`config.mk`:
```
export PLATFORM = sky130hd
export DESIGN_NAME = mux_selftest_driver
export DESIGN_NICKNAME = d
export VERILOG_FILES = /design/src/rtl/mux_selftest_pkg.sv /design/src/rtl/mux_selftest_driver_settle_counter.sv /design/src/rtl/mux_selftest_driver.sv
export SDC_FILE = /design/constraint.sdc
export NUM_CORES = 1
export LEC_CHECK = 0
export BUFFER_PORTS_ARGS = -buffer_cell sky130_fd_sc_hd__buf_2
export CAP_MARGIN = 5
export CORE_UTILIZATION = 45
export CTS_BUF_LIST = sky130_fd_sc_hd__clkbuf_16
export CTS_CLUSTER_SIZE = 20
export DETAILED_ROUTE_END_ITERATION = 10
export GPL_TIMING_DRIVEN = 0
export PLACE_DENSITY = 0.67
export RECOVER_POWER = 25
export SYNTH_ARGS = -nofsm -noshare
export SYNTH_HDL_FRONTEND = slang
export SYNTH_HIERARCHICAL = 1
export SYNTH_SLANG_ARGS = --single-unit
export TNS_END_PERCENT = 50
```
`constraint.sdc`:
```
create_clock -name i_Clock -period 4.4 [get_ports i_Clock]
set_input_delay 0.88 -clock i_Clock [delete_from_list [all_inputs] [get_ports i_Clock]]
set_output_delay 0.88 -clock i_Clock [all_outputs]
set_load 0.02 [all_outputs]
```
`src/rtl/mux_selftest_pkg.sv`:
```
// Shared definitions for the 2:1 selector self-test drivers: state encoding,
// vector geometry and the golden selector function.
package mux_selftest_pkg;

    localparam logic [1:0] STATE_IDLE   = 2'd0;
    localparam logic [1:0] STATE_DRIVE  = 2'd1;
    localparam logic [1:0] STATE_SAMPLE = 2'd2;
    localparam logic [1:0] STATE_DONE   = 2'd3;

    typedef enum logic [1:0] {
        S_IDLE   = STATE_IDLE,
        S_DRIVE  = STATE_DRIVE,
        S_SAMPLE = STATE_SAMPLE,
        S_DONE   = STATE_DONE
    } state_t;

    localparam int VEC_WIDTH   = 3;
    localparam int NUM_VECTORS = 8;

    // Vector layout is {sel, in1, in2}.
    function automatic logic exp_mux(input logic [VEC_WIDTH-1:0] vec);
        return vec[2] ? vec[1] : vec[0];
    endfunction

endpackage

```
`src/rtl/mux_selftest_driver_settle_counter.sv`:
```
// Loadable down-counter that flags when a hold period of COUNT cycles has
// elapsed; the load cycle itself counts as the first held cycle.
module settle_counter #(
    parameter int COUNT = 1
) (
    input  logic i_Clock,
    input  logic i_Reset_n,
    input  logic i_Load,
    input  logic i_Enable,
    output logic o_Expired
);

    localparam int CW = (COUNT > 1) ? $clog2(COUNT) : 1;

    logic [CW-1:0] r_Count;

    always_ff @(posedge i_Clock or negedge i_Reset_n) begin
        if (!i_Reset_n) begin
            r_Count <= '0;
        end else if (i_Load) begin
            r_Count <= CW'(COUNT - 1);
        end else if (i_Enable && (r_Count != '0)) begin
            r_Count <= r_Count - 1'b1;
        end
    end

    assign o_Expired = (r_Count == '0);

endmodule

```
`src/rtl/mux_selftest_driver.sv`:
```
// Stimulus/checker for a 2:1 selector: sweeps all {sel,in1,in2} vectors for
// NUM_PASSES passes and reports error count and first failing vector.
module mux_selftest_driver
    import mux_selftest_pkg::*;
#(
    parameter int SETTLE_CYCLES = 1,
    parameter int NUM_PASSES    = 2,
    parameter int ERR_WIDTH     = 8
) (
    input  logic                 i_Clock,
    input  logic                 i_Reset_n,
    input  logic                 i_Start,
    input  logic                 i_Abort,
    input  logic                 i_MuxOutput,
    output logic                 o_Input1,
    output logic                 o_Input2,
    output logic                 o_Selector,
    output logic                 o_Busy,
    output logic                 o_Done,
    output logic                 o_Pass,
    output logic [ERR_WIDTH-1:0] o_ErrCount,
    output logic [2:0]           o_FirstFail
);

    localparam int PW = (NUM_PASSES > 1) ? $clog2(NUM_PASSES) : 1;

    state_t                 r_State;
    state_t                 w_NextState;
    logic [VEC_WIDTH-1:0]   r_Vec;
    logic [PW-1:0]          r_PassCnt;
    logic [ERR_WIDTH-1:0]   r_ErrCount;
    logic [VEC_WIDTH-1:0]   r_FirstFail;
    logic                   w_Expired;
    logic                   w_Load;
    logic                   w_Accept;
    logic                   w_Wrap;
    logic                   w_LastPass;
    logic                   w_Mismatch;

    settle_counter #(
        .COUNT (SETTLE_CYCLES)
    ) u_settle (
        .i_Clock   (i_Clock),
        .i_Reset_n (i_Reset_n),
        .i_Load    (w_Load),
        .i_Enable  (r_State == S_DRIVE),
        .o_Expired (w_Expired)
    );

    assign w_Accept   = i_Start && !i_Abort && ((r_State == S_IDLE) || (r_State == S_DONE));
    assign w_Wrap     = (r_Vec == VEC_WIDTH'(NUM_VECTORS - 1));
    assign w_LastPass = (r_PassCnt == PW'(NUM_PASSES - 1));
    assign w_Mismatch = (r_State == S_SAMPLE) && !i_Abort && (i_MuxOutput != exp_mux(r_Vec));

    always_ff @(posedge i_Clock or negedge i_Reset_n) begin
        if (!i_Reset_n) begin
            r_State <= S_IDLE;
        end else begin
            r_State <= w_NextState;
        end
    end

    always_comb begin
        w_NextState = r_State;
        case (r_State)
            S_IDLE:   if (w_Accept) w_NextState = S_DRIVE;
            S_DRIVE:  begin
                if (i_Abort)        w_NextState = S_IDLE;
                else if (w_Expired) w_NextState = S_SAMPLE;
            end
            S_SAMPLE: begin
                if (i_Abort)                    w_NextState = S_IDLE;
                else if (w_Wrap && w_LastPass)  w_NextState = S_DONE;
                else                            w_NextState = S_DRIVE;
            end
            S_DONE:   begin
                if (i_Abort)       w_NextState = S_IDLE;
                else if (w_Accept) w_NextState = S_DRIVE;
            end
            default:  w_NextState = S_IDLE;
        endcase
    end

    // Settle period restarts on every entry into DRIVE.
    assign w_Load = (w_NextState == S_DRIVE) && (r_State != S_DRIVE);

    always_ff @(posedge i_Clock or negedge i_Reset_n) begin
        if (!i_Reset_n) begin
            r_Vec       <= '0;
            r_PassCnt   <= '0;
            r_ErrCount  <= '0;
            r_FirstFail <= '0;
        end else if (i_Abort) begin
            r_Vec     <= '0;
            r_PassCnt <= '0;
        end else if (w_Accept) begin
            r_Vec       <= '0;
            r_PassCnt   <= '0;
            r_ErrCount  <= '0;
            r_FirstFail <= '0;
        end else if (r_State == S_SAMPLE) begin
            if (w_Mismatch) begin
                if (r_ErrCount != {ERR_WIDTH{1'b1}}) begin
                    r_ErrCount <= r_ErrCount + 1'b1;
                end
                // A zero count means no earlier mismatch this run.
                if (r_ErrCount == '0) begin
                    r_FirstFail <= r_Vec;
                end
            end
            r_Vec <= r_Vec + 1'b1;
            if (w_Wrap) begin
                r_PassCnt <= w_LastPass ? '0 : r_PassCnt + 1'b1;
            end
        end
    end

    assign o_Selector  = r_Vec[2];
    assign o_Input1    = r_Vec[1];
    assign o_Input2    = r_Vec[0];
    assign o_Busy      = (r_State == S_DRIVE) || (r_State == S_SAMPLE);
    assign o_Done      = (r_State == S_DONE);
    assign o_Pass      = (r_State == S_DONE) && (r_ErrCount == '0);
    assign o_ErrCount  = r_ErrCount;
    assign o_FirstFail = r_FirstFail;

endmodule

```
==> flow_summary.yaml, run 1 <==
layout:
  diodes: 0
  drive_gt1_share_pct: 23.5
  nNetsFinal: 150
  nFillCells: 200
  syn_to_final_growth_pct: 19.1
  post-route-util_pct: 58.3
  seq_area_um2: 450
  multi_input_area_um2: 601
synthesis:
  synth_area_mm2: 0.00111
  yosysTopAreaCellShare_pct: 40.4
  syn_inst: 112
  avgSynthCellArea_um2: 9.94
  yosysWarnings: 6
  yosysSeqAreaShare_pct: 40.4
  synth_largest_area_cell: "dfrtp_1"
  synthArstFlopShare_pct: 100
  ys_types: 38
  yosysMostFrequentCell: "dfrtp_1"
  synthTopCellsByCount: "dfrtp_1, ha_1, nor2_1, a21oi_1, inv_1"
  synth_ff_type: "dfrtp_1"
  ys_ff_latch: 18
  synth_edf_count: 0
  syn_nets: 125
  synth.area.top_cells: "dfrtp_1, ha_1, o31ai_1, nor3b_2, a21oi_1"
drt:
  wl_met2_um: 1060
  drt_first_iter_violations: 37
  wl_met1_um: 1190
  vias_per_cell: 5.80
  dr.pass1.iters: 4
  routed.top_layer: "met4"
  dr_wl_met3_um: 121
  routed_wl_um: 2410
  ant_nets: 0
  vias: 952
  wire_per_inst_um: 14.7
  drc_errors: 0
sta:
  hold_ws_ns: 0.531
  rsz0062_at_grt: "false"
  relSlewSlack_pct: 33.8
  finalHoldViolCount: 0
  finalCritPeriodShare_pct: 71.1
  slew_violations: 0
  setup_violations: 0
  final.setup.tns_ns: 0
  timing.fmax_mhz: 319
  finClkSkew_ns: 0.00110
  worstMarginPinSlew_ns: 0.993
  min_period_ns: 3.13
power_and_ir_drop:
  power.leakage_uw: 0.000659
  ir_drop_mv: 0.288
  power_density_mw_per_mm2: 467
setup_path:
  ff2ff_setup_slack_ns: 2.19
  required_ns: 3.52
  cp_slowest_cell: "nor4_1"
  cp_max_fo: 6
  critPathLaunchType: "register"
  critPathKind: "register to output port"
  critPathCaptureType: "output port"
  cp.buffers_inverters: 2
  cp_data_arrival_time_ns: 2.25
  crit_family: "simple AND/OR/NAND/NOR gates"
  worstPathCellList: "inv_1, ha_1, or4b_1, nor4_1, and2_1, buf_2"
  crit_path_max_incr_delay_ns: 0.48
clocking:
  cts_tree: "done"
  hold_buffers: 0
  htreeDepth: 1
  clk_pin_slew_worst_paths_ns: 0.05
  cts_max_path_buffers: 2
  cts_buffers: 3
  clk-insertion-delay-late_ns: 0.25
  cts_root_buffer: "clkbuf_16"
  cts.sinks: 18
  ctsResizeCount: 0
  post_cts_buffers: 0
floorplanning:
  num_rows: 17
  die-area_mm2: 0.00268
  num_io_pins: 22
  start_util_pct: 48.9
  fp.dieW_um: 51.7
  die_h_um: 51.7
  design.core.area_mm2: 0.00228
global_routing:
  grt_max_degree: 19
  grt_overflow: 0
  grt_pass1_vias: 878
  grt_usage_pct: 21.1
  grt_antenna_before_repair: 0
  grt_pass1_wl_um: 3970
place:
  gp_congestion: 0.800
  io_buffer_count: 20
  dp_hpwl_um: 1770
worst_hold_path:
  hold_class: "register to register"
flow_run:
  drv_cap: 0
outcome:
  status: "finished, final reports clean"
metrics by stage:
step	instance area [um^2]	std cells	setup slack [ns]	power (uW)
after floorplan	1110	112	1.74	377
after global placement	1250	160	1.60	428
after detailed placement	1250	160	1.53	437
after CTS	1330	164	1.26	623
after global routing	1330	164	1.18	654
final	1330	164	1.27	619
routing by layer:
metal	track usage, %	vias up
li1	-	467
met1	29.0	444
met2	30.3	36
met3	5.26	5
met4	11.3	0
met5	0	-
cells by family (layout without fill, tap and decap cells):
logic type      Yosys count  in the layout  share of synthesized area (%)
xor+xnor                  2              2                           1.57
compound gates           28             28                           16.1
flops                    18             18                           40.4
buf+inv                  11             35                           5.62
fa+ha+maj                 8              8                           8.99
mux                       5              5                           4.94
simple gates             40             40                           22.4
worst paths after layout:
check	startpoint	endpoint	depth (start not counted)
max	o_ErrCount[0]$_DFFE_PN0P_	o_Pass	6
min	o_ErrCount[6]$_DFFE_PN0P_	o_ErrCount[6]$_DFFE_PN0P_	1
max reg2reg	r_State[0]$_DFF_PN0_	u_settle/r_Count$_DFFE_PN0P_	7
min reg2reg	o_ErrCount[6]$_DFFE_PN0P_	o_ErrCount[6]$_DFFE_PN0P_	1
max in group asynchronous	i_Reset_n	u_settle/r_Count$_DFFE_PN0P_	1
min in group asynchronous	i_Reset_n	o_ErrCount[4]$_DFFE_PN0P_	1
state kept, by name, indices dropped and copies added, names as in the netlist:
signal            count
r_PassCnt             1
u_settle/r_Count      1
o_ErrCount            8
r_State               2
r_Vec                 3
o_FirstFail           3
where the power goes:
| group | internal, uW | switching, uW |
|---|---|---|
| registers | 182 | 25.5 |
| clock network | 121 | 63.1 |
| logic | 89.4 | 138 |
layout by cell type (no fill, tap or decap), types with 2 or more instances in the layout:
master,n
inv_1,7
nand3_1,6
and3_1,3
clkbuf_1,2
ha_1,8
nor2_1,8
dfrtp_1,18
a31oi_1,3
nand4_1,3
buf_2,19
mux2i_1,3
o31ai_1,6
nor3b_2,3
nand2_1,4
clkbuf_16,3
nor4_1,2
a21oi_1,7
o21ai_0,5
or4_1,4
area by class of cell:
cell class	count	area share (%)
Clock buffer	3	5.66
Buffer	4	2.74
Multi-Input combinational cell	83	45.3
Timing Repair Buffer	20	7.45
Sequential cell	18	34.0
Tap cell	28	2.64
Clock inverter	1	0.283
Inverter	7	1.98
No activity file was read; power rests on OpenSTA's default activity.
==> run 2, diff against run 1 <==
ABC_AREA = 1   (was not set)
PLACE_DENSITY = 0.66   (was 0.67)
clock period = 3 ns   (was 4.4 ns; I/O delays follow)
==> flow_summary.yaml, run 2 <==
synthesis:
  synth_ff_type: "dfrtp_1"
  yosysTopAreaCellShare_pct: 36.3
  yosysMostFrequentCell: "nand2_1"
  syn_nets: 188
  yosysSeqAreaShare_pct: 36.3
  synth_largest_area_cell: "dfrtp_1"
  avgSynthCellArea_um2: 7.09
  synthArstFlopShare_pct: 100
  yosysWarnings: 6
  synth_area_mm2: 0.00124
  synth.area.top_cells: "dfrtp_1, nand2_1, ha_1, nand3_1, inv_1"
  ys_ff_latch: 18
  synth_edf_count: 0
  ys_types: 21
  synthTopCellsByCount: "nand2_1, inv_1, dfrtp_1, nand3_1, nor2_1"
  syn_inst: 175
power_and_ir_drop:
  power_density_mw_per_mm2: 877
  clockPowerShare_pct: 20.9
  switching_share_pct: 45.8
  p_comb_share_pct: 49.5
  net-switching-power_uw: 586
  p_int_uw: 695
  ir_drop_mv: 0.476
  power.leakage_uw: 0.000817
  pwr-share-seq_pct: 29.7
clocking:
  cts_buffers: 3
  cts_max_path_buffers: 2
  cts.sinks: 18
  htreeDepth: 1
  cts_tree: "done"
  post_cts_buffers: 0
  clk-insertion-delay-late_ns: 0.25
  ctsResizeCount: 0
  hold_buffers: 0
  cts_root_buffer: "clkbuf_16"
  clk_pin_slew_worst_paths_ns: 0.05
layout:
  final_cell_mix: "nand2_1, buf_2, inv_1, dfrtp_1, nand3_1"
  final_cell_area_mm2: 0.00146
  final_common_cell: "nand2_1"
  diodes: 0
  largest_reg_flops: 8
  post-route-util_pct: 57.4
  nFillCells: 247
  syn_to_final_growth_pct: 17.8
  nNetsFinal: 214
  drive_gt1_share_pct: 17.0
sta:
  relSlewSlack_pct: 35.7
  finClkSkew_ns: 0.00187
  rsz0062_at_grt: "false"
  min_period_ns: 2.16
  worstMarginPinSlew_ns: 0.964
  timing.fmax_mhz: 462
  finalCritPeriodShare_pct: 72.1
  finalHoldViolCount: 0
  slew_violations: 0
  setup_violations: 0
  final.setup.tns_ns: 0
drt:
  wire_per_inst_um: 11.2
  dr.pass1.iters: 4
  ant_nets: 0
  vias: 1153
  vias_per_cell: 5.01
  drc_errors: 0
  routed_wl_um: 2580
  drt_first_iter_violations: 13
outcome:
  status: "finished, final reports clean"
global_routing:
  grt_usage_pct: 21.0
  grt_pass1_wl_um: 4280
  grt_overflow: 0
  grt_pass1_vias: 1006
  grt_max_degree: 19
  grt_antenna_before_repair: 0
setup_path:
  cp_max_fo: 7
  cp_data_arrival_time_ns: 1.56
  critPathKind: "register to output port"
  critPathCaptureType: "output port"
  required_ns: 2.40
  critPathLaunchType: "register"
place:
  placed_cell_area_mm2: 0.00138
  gp_congestion: 0.764
  io_buffer_count: 21
  dp_hpwl_um: 1940
floorplanning:
  die-area_mm2: 0.00297
  num_io_pins: 22
  design.core.area_mm2: 0.00254
  num_rows: 18
  die_h_um: 54.5
  fp.dieW_um: 54.5
  start_util_pct: 48.7
flow_run:
  drv_cap: 0
worst_hold_path:
  hold_class: "register to register"
## run 2: layer usage
layer | GRT usage (%) | vias up | wire [um]
li1 | - | 599 | -
met1 | 25.0 | 533 | 1240
met2 | 36.2 | 17 | 1230
met3 | 4.72 | 4 | 85
met4 | 8.97 | 0 | 29
met5 | 0 | - | 0
## run 2: power by group through the flow
stage / Sequential, uW / Combinational (uW) / Clock (uW)
after floorplan: 432 / 418 / 0
after global placement: 380 / 619 / 0
after detailed placement: 383 / 635 / 0
after CTS: 379 / 638 / 278
after global routing: 391 / 722 / 290
final: 380 / 633 / 267
## run 2: final timing paths
path / slack [ns] / startpoint / cells past startpoint / to
max: 0.84 / o_ErrCount[0]$_DFFE_PN0P_ / 7 / o_Pass
min: 0.47 / o_FirstFail[1]$_DFFE_PN0P_ / 2 / o_FirstFail[1]$_DFFE_PN0P_
max reg2reg: 1.18 / r_State[1]$_DFF_PN0_ / 13 / u_settle/r_Count$_DFFE_PN0P_
min reg2reg: 0.47 / o_FirstFail[1]$_DFFE_PN0P_ / 2 / o_FirstFail[1]$_DFFE_PN0P_
max in group asynchronous: 1.93 / i_Reset_n / 1 / o_FirstFail[0]$_DFFE_PN0P_
min in group asynchronous: 0.48 / i_Reset_n / 1 / o_ErrCount[5]$_DFFE_PN0P_
## run 2: stage by stage
step	setup WS [ns]	power, uW	instances	hold WS (ns)
after global routing	0.740	1400	230	0.481
after global placement	1.18	999	226	0.452
final	0.837	1280	230	0.467
after CTS	0.865	1300	230	0.296
after floorplan	1.12	849	175	0.304
after detailed placement	1.15	1020	226	0.460
## run 2: critical path: stages (launching register included)
cell and delay (ns):
dfrtp_1 0.44, inv_1 0.14, ha_1 0.16, nand2_1 0.05
nor3_1 0.14, nand2_1 0.12, nor2_1 0.10, buf_2 0.17
## run 2: area by class of cell
cell class / instances / area, um^2 / area share (%)
clock inverter: 1 / 3.75 / 0.257
tap: 30 / 37.5 / 2.57
clock buffer: 3 / 75.1 / 5.14
buffer: 4 / 32.5 / 2.23
timing repair buffer: 21 / 104 / 7.11
multi-input combinational: 133 / 682 / 46.7
inverter: 20 / 75.1 / 5.14
sequential: 18 / 450 / 30.8
## run 2: cell families (layout without fill, tap and decap cells)
group           after synthesis  in the layout  share of synthesized area, %
buf+inv                      24             49                          8.68
flops                        18             18                          36.3
xor+xnor                      1              1                         0.706
simple gates                119            119                          44.2
compound gates                5              5                          2.02
fa+ha+maj                     8              8                          8.07
